$ cat config.mk
export PLATFORM = sky130hd
export DESIGN_NAME = cell_read_scheduler
export DESIGN_NICKNAME = d
export VERILOG_FILES = /design/src/rtl/cell_read_scheduler_pkg.sv /design/src/rtl/cell_read_scheduler_fifo.sv /design/src/rtl/cell_read_scheduler.sv
export SDC_FILE = /design/constraint.sdc
export NUM_CORES = 1
export LEC_CHECK = 0
export ABC_CLOCK_PERIOD_IN_PS = 14450
export CORE_AREA = 2 2 115 117
export DETAILED_ROUTE_END_ITERATION = 8
export DIE_AREA = 0 0 117 119
export DONT_BUFFER_PORTS = 1
export GPL_ROUTABILITY_DRIVEN = 0
export PLACE_DENSITY_LB_ADDON = 0.08
export SLEW_MARGIN = 20
export SYNTH_ARGS = -nofsm -noshare
export SYNTH_HDL_FRONTEND = slang
export SYNTH_HIERARCHICAL = 1
export SYNTH_SLANG_ARGS = --single-unit
$ cat constraint.sdc
create_clock -name clk -period 14.45 [get_ports clk]
set_input_delay 2.89 -clock clk [delete_from_list [all_inputs] [get_ports clk]]
set_output_delay 2.89 -clock clk [all_outputs]
set_load 0.01 [all_outputs]
$ cat src/rtl/cell_read_scheduler_pkg.sv
// Shared definitions for the cell read scheduler: port count, pointer layout,
// FSM encoding and the round-robin pick helper.
package cell_read_scheduler_pkg;

  localparam int NUM_PORTS    = 4;
  localparam int PORT_W       = 2;
  localparam int PTR_W        = 16;
  localparam int PTR_LAST_BIT = 15;
  localparam int PTR_ADDR_MSB = 8;

  typedef enum logic [2:0] {
    S_IDLE,
    S_ACK,
    S_CAPTURE,
    S_READ,
    S_WAIT_NEXT
  } state_e;

  // Cell pointer as delivered by the pointer memory controller.
  typedef struct packed {
    logic                  last;   // last cell of the frame
    logic                  rsvd;   // multicast marker upstream; carried, not interpreted
    logic [4:0]            unused;
    logic [PTR_ADDR_MSB:0] addr;   // cell address in data memory
  } ptr_t;

  // First requesting port after 'last', wrapping mod NUM_PORTS.
  function automatic logic [PORT_W-1:0] rr_pick(input logic [PORT_W-1:0] last,
                                                input logic [NUM_PORTS-1:0] req);
    logic [PORT_W-1:0] idx;
    rr_pick = last;
    // Walk farthest-first so the nearest requester is the one left standing.
    for (int i = NUM_PORTS; i >= 1; i--) begin
      idx = last + PORT_W'(i);
      if (req[idx]) rr_pick = idx;
    end
  endfunction

endpackage

$ cat src/rtl/cell_read_scheduler_fifo.sv
// Four-entry synchronous FIFO holding tagged egress words {port, sop, eop, data}.
module cell_out_fifo #(
  parameter int W = 36
) (
  input  logic         clk,
  input  logic         rst,
  input  logic         push,
  input  logic [W-1:0] din,
  input  logic         pop,
  output logic [W-1:0] dout,
  output logic [2:0]   count
);

  logic [W-1:0] mem [4];
  logic [1:0]   wp, rp;
  logic         do_push, do_pop;

  assign do_pop  = pop && (count != 3'd0);
  assign do_push = push && ((count != 3'd4) || do_pop);
  assign dout    = mem[rp];

  // Storage write; contents need no reset since count gates visibility.
  always_ff @(posedge clk) begin
    if (do_push && !rst) mem[wp] <= din;
  end

  // Pointers and occupancy; push and pop together leave count unchanged.
  always_ff @(posedge clk) begin
    if (rst) begin
      wp    <= '0;
      rp    <= '0;
      count <= '0;
    end else begin
      if (do_push) wp <= wp + 2'd1;
      if (do_pop)  rp <= rp + 2'd1;
      count <= count + 3'(do_push) - 3'(do_pop);
    end
  end

endmodule

$ cat src/rtl/cell_read_scheduler.sv
// Egress cell read scheduler: arbitrates ports, pops cell pointers, streams
// cell words out of data memory and returns each pointer to the free queue.
module cell_read_scheduler
  import cell_read_scheduler_pkg::*;
#(
  parameter int CELL_WORDS = 4,
  parameter int DATA_W     = 32,
  parameter int ACK_GAP    = 4
) (
  input  logic                                clk,
  input  logic                                rst,
  input  logic [3:0]                          ptr_rdy,
  output logic [3:0]                          ptr_ack,
  input  logic [63:0]                         ptr_dout,
  output logic                                cell_rd_en,
  output logic [8+$clog2(CELL_WORDS):0]       cell_rd_addr,
  input  logic [DATA_W-1:0]                   cell_rd_data,
  output logic                                FQ_wr,
  output logic [15:0]                         FQ_din,
  output logic                                out_valid,
  output logic [1:0]                          out_port,
  output logic [DATA_W-1:0]                   out_data,
  output logic                                out_sop,
  output logic                                out_eop,
  input  logic                                out_ready
);

  localparam int WIDX_W = $clog2(CELL_WORDS);
  localparam int HO_W   = $clog2(ACK_GAP) + 1;
  localparam int TAG_W  = PORT_W + 2;

  state_e                              state, state_nxt;
  logic [PORT_W-1:0]                   cur_port, rr, grant;
  logic [HO_W-1:0]                     holdoff;
  ptr_t                                cur_ptr;
  logic [WIDX_W-1:0]                   word_idx;
  logic                                first_cell;
  logic                                rd_en, fq_wr, room, last_word;
  logic                                cur_sop, cur_eop;
  logic                                rd_vld_q;
  logic [TAG_W-1:0]                    rd_tag_q;
  logic [2:0]                          fifo_count;
  logic [TAG_W+DATA_W-1:0]             fifo_dout;
  logic [NUM_PORTS-1:0][PTR_W-1:0]     lanes;

  assign lanes     = ptr_dout;
  assign grant     = rr_pick(rr, ptr_rdy);
  // Counting the in-flight read keeps the FIFO from ever overflowing.
  assign room      = (4'(fifo_count) + 4'(rd_vld_q)) < 4'd4;
  assign last_word = (word_idx == WIDX_W'(CELL_WORDS - 1));
  assign cur_sop   = first_cell && (word_idx == '0);
  assign cur_eop   = cur_ptr.last && last_word;

  // FSM state register.
  always_ff @(posedge clk) begin
    if (rst) state <= S_IDLE;
    else     state <= state_nxt;
  end

  // Next state plus the ack, read and free-queue strobes.
  always_comb begin
    state_nxt = state;
    ptr_ack   = '0;
    rd_en     = 1'b0;
    fq_wr     = 1'b0;
    case (state)
      S_IDLE:      if (holdoff == '0 && |ptr_rdy) state_nxt = S_ACK;
      S_ACK: begin
        ptr_ack[cur_port] = 1'b1;
        state_nxt         = S_CAPTURE;
      end
      S_CAPTURE:   state_nxt = S_READ;
      S_READ: begin
        if (room) begin
          rd_en = 1'b1;
          // The cell is fully fetched once its last word is issued.
          if (last_word) begin
            fq_wr     = 1'b1;
            state_nxt = cur_ptr.last ? S_IDLE : S_WAIT_NEXT;
          end
        end
      end
      S_WAIT_NEXT: if (ptr_rdy[cur_port] && holdoff == '0) state_nxt = S_ACK;
      default:     state_nxt = S_IDLE;
    endcase
  end

  // Arbitration, ack holdoff, pointer capture and word sequencing.
  always_ff @(posedge clk) begin
    if (rst) begin
      rr         <= 2'd3;
      cur_port   <= '0;
      holdoff    <= '0;
      cur_ptr    <= '0;
      word_idx   <= '0;
      first_cell <= 1'b0;
    end else begin
      if (state == S_IDLE && state_nxt == S_ACK) begin
        cur_port   <= grant;
        rr         <= grant;
        first_cell <= 1'b1;
      end
      if (state == S_ACK)         holdoff <= HO_W'(ACK_GAP - 1);
      else if (holdoff != '0)     holdoff <= holdoff - 1'b1;
      if (state == S_CAPTURE) begin
        cur_ptr  <= lanes[cur_port];
        word_idx <= '0;
      end
      if (rd_en) begin
        word_idx <= word_idx + 1'b1;
        if (last_word) first_cell <= 1'b0;
      end
    end
  end

  // Read-return tracking: tag travels alongside the one-cycle memory latency.
  always_ff @(posedge clk) begin
    if (rst) begin
      rd_vld_q <= 1'b0;
      rd_tag_q <= '0;
    end else begin
      rd_vld_q <= rd_en;
      rd_tag_q <= {cur_port, cur_sop, cur_eop};
    end
  end

  cell_out_fifo #(.W(TAG_W + DATA_W)) u_fifo (
    .clk   (clk),
    .rst   (rst),
    .push  (rd_vld_q),
    .din   ({rd_tag_q, cell_rd_data}),
    .pop   (out_valid && out_ready),
    .dout  (fifo_dout),
    .count (fifo_count)
  );

  assign cell_rd_en   = rd_en;
  assign cell_rd_addr = rd_en ? {cur_ptr.addr, word_idx} : '0;
  assign FQ_wr        = fq_wr;
  assign FQ_din       = fq_wr ? cur_ptr : '0;
  assign out_valid    = (fifo_count != 3'd0);
  assign {out_port, out_sop, out_eop, out_data} = out_valid ? fifo_dout : '0;

endmodule

==> run_results.csv <==
group,metric,value,unit
status,outcome,"complete, no violations",
hold_path,hp-class,"reg -> reg",
yosys,ys_seq_area_share,65.3,%
power,p_int,0.946,mW
global_routing,grt_pass1_vias,4249,
floorplanning,coreArea,12900,µm²
floorplanning,start_util,61.7,%
power,p_per_area,144,nW/µm²
power,switching_share,24.4,%
floorplanning,rows,42,
drt,routed_via_density,5.89,
power,peakVddDrop,0.000131,V
placement,hpwl,9.19,mm
drt,wirelength,14.0,mm
timing,setup-tns-final,0,ns
job,max_cap_viol_count,0,
drt,avgRoutedWirePerCell,20.1,µm
drt,first_pass_iters,4,
global_routing,antenna_found_initial,2,
yosys,netlist_area,7940,µm²
global_routing,grt_start_max_net_pins,49,
cts,ctsHoldBuffers,0,
timing,setup_viol,0,
critical_path,cp_data_arrival_time,2.39,ns
yosys,synth_ff_type,"edfxtp_1",
yosys,synth-async-reset-ratio,0,%
cts,htreeDepth,4,
drt,drtAntennaViolNets,0,
timing,period_needed,5.28,ns
cells_and_area,layout.cells.non_filler,693,
yosys,synthDistinctLibCells,42,
cts,cts_tree,"built",
timing,finalMaxSlewViolations,0,
power,power.total,1.25,mW
power,power.share.clock,35.6,%
power,power_frac_comb,13.7,%
timing,relSlewSlack,30.6,%
drt,vias,4084,
placement,io_buffers,0,
cells_and_area,area_growth,9.24,%
timing,post-route-period-util,36.6,%
critical_path,start_kind,"flip-flop",
drt,drc,0,
cts,ctsResizeCount,0,
critical_path,r2r_slack,11.32,ns
global_routing,grt_usage,21.2,%
timing,rsz0062_at_grt,"no",
cells_and_area,fin_util,67.4,%
critical_path,crit_type,"reg -> out",
critical_path,worstPathRequired,11.56,ns
critical_path,path_max_fanout,21,
cells_and_area,fin_nets,616,
yosys,synth.avg_cell_area,15.8,µm²
yosys,ys_ff_latch,187,
floorplanning,dieArea,13900,µm²
power,p_leak,2.73,nW
yosys,synth_cells,504,
drt,drt_iter0_drc,315,
floorplanning,die_h,119,µm
cts,clk_latency,0.42,ns
timing,hold_violations,0,
cells_and_area,fin_area,8670,µm²
timing,tightestPinTransition,1.03,ns
yosys,syn-num-nets,618,
critical_path,cp-end-kind,"output port",
power,power.switching,0.305,mW
placement,place_inst,659,
global_routing,grt_pass1_wl,21.7,mm
yosys,yosysWarnings,6,
cts,clock_sinks,187,
cells_and_area,fill_cells,873,
floorplanning,io_pins,173,
cells_and_area,drive_above_1_share,19.6,%
cts,post_cts_buffers,0,
global_routing,grt_overflow_total,0,
timing,fmax,0.189,GHz
floorplanning,dieWidth,117,µm
cts,clockBufferDepth,2,
cts,cts_made_buffers,17,
power,seqPwrFrac,50.8,%
yosys,synth_edf_count,144,
timing,clock_skew,0.00736,ns
cts,clk_pin_slew_worst_paths,0.06,ns
placement,dpl_cell_area,8090,µm²
cts,cts_root_buf,"clkbuf_16",
[critical path, cell delays in order, from the launching register on]
cell     delay [ns]
dfxtp_2        0.70
buf_4          0.48
mux4_2         0.59
nor2b_1        0.19
[state kept, by name, summed over array words and instances (netlist names), 3 cells and up, named ones only]
signal	flops
u_fifo/count	3
state	3
cur_ptr	16
u_fifo/mem	144
holdoff	3
rd_tag_q	4
[cell type report]
type | instances | area, µm² | share of cell area [%]
clock inverter | 15 | 149 | 1.72
antenna | 2 | 5.00 | 0.0577
inverter | 15 | 56.3 | 0.649
sequential | 187 | 5190 | 59.8
timing repair buffer | 7 | 52.6 | 0.606
tap | 176 | 220 | 2.54
multi-input combinational | 274 | 2580 | 29.7
clock buffer | 17 | 425 | 4.91
[synth_stat cells, types with 2 or more instances]
cell type / instances / share of area, %
nor3b_1: 5 / 0.47
mux4_2: 53 / 15
clkbuf_1: 14 / 0.66
nand2b_1: 10 / 0.79
buf_2: 8 / 0.50
xor2_1: 2 / 0.22
nor4_1: 3 / 0.24
edfxtp_1: 144 / 54
nand3_1: 6 / 0.38
nor2b_1: 43 / 3.4
nor2_1: 18 / 0.85
xnor2_1: 3 / 0.33
buf_6: 3 / 0.43
and2_1: 26 / 2.0
a21oi_1: 25 / 1.6
o211ai_1: 2 / 0.19
buf_4: 2 / 0.19
dfxtp_1: 43 / 11
ha_1: 10 / 1.6
nand2_1: 41 / 1.9
inv_1: 15 / 0.71
nor3_1: 7 / 0.44
and3_1: 2 / 0.16
[power groups by stage]
stage | logic [mW] | clock network [mW] | registers [mW]
CTS | 0.173 | 0.454 | 0.635
global route | 0.191 | 0.475 | 0.639
finish | 0.171 | 0.445 | 0.635
global placement | 0.169 | 0 | 0.645
detailed placement | 0.173 | 0 | 0.646
floorplan | 0.159 | 0 | 0.632
[layer usage]
metal  GRT usage, %  part of all wire, %  vias up
li1               -                    -     1889
met1           24.7                   38     2025
met2           36.7                   53      150
met3           5.65                  6.1       20
met4           9.04                  2.4        0
met5              0                    0        -
[cell families after synthesis]
logic type | count (synthesis) | share of synthesized area (%)
compound gates | 38 | 3.12
flops | 187 | 65.3
xor+xnor | 5 | 0.552
mux | 55 | 15.3
fa+ha+maj | 11 | 1.83
buf+inv | 43 | 2.55
simple gates | 165 | 11.3
[through the flow]
step / worst slack [ns] / hold WS, ns
floorplan: 7.91 / 0.432
global placement: 9.44 / 0.434
detailed placement: 9.38 / 0.437
CTS: 9.08 / 0.446
global route: 8.98 / 0.462
finish: 9.17 / 0.444
[layout by cell type (no fill, tap or decap), types with 2 or more instances in the layout]
cell	n
o211ai_1	2
inv_6	2
a21oi_1	25
buf_4	7
xnor2_1	3
nand3_1	6
dfxtp_1	41
and3_1	2
inv_1	15
clkinv_2	3
mux4_2	53
bufinv_16	2
dfxtp_2	2
nand2b_1	10
nor3b_2	4
nor3_1	6
and2_1	26
clkinvlp_4	3
nor2b_1	43
xor2_1	2
diode_2	2
clkinv_1	2
clkbuf_16	17
edfxtp_1	144
nand2_1	41
ha_1	10
nor2_1	18
nor4_1	3
clkinv_4	3
[final timing paths]
path              startpoint               to  cells after the start
max                flip-flop      out_port[1]                      3
min              cur_ptr[11]      cur_ptr[11]                      2
max reg2reg  u_fifo/count[1]  u_fifo/count[2]                     13
min reg2reg      cur_ptr[11]      cur_ptr[11]                      2
No activity file was read; power rests on OpenSTA's default activity.
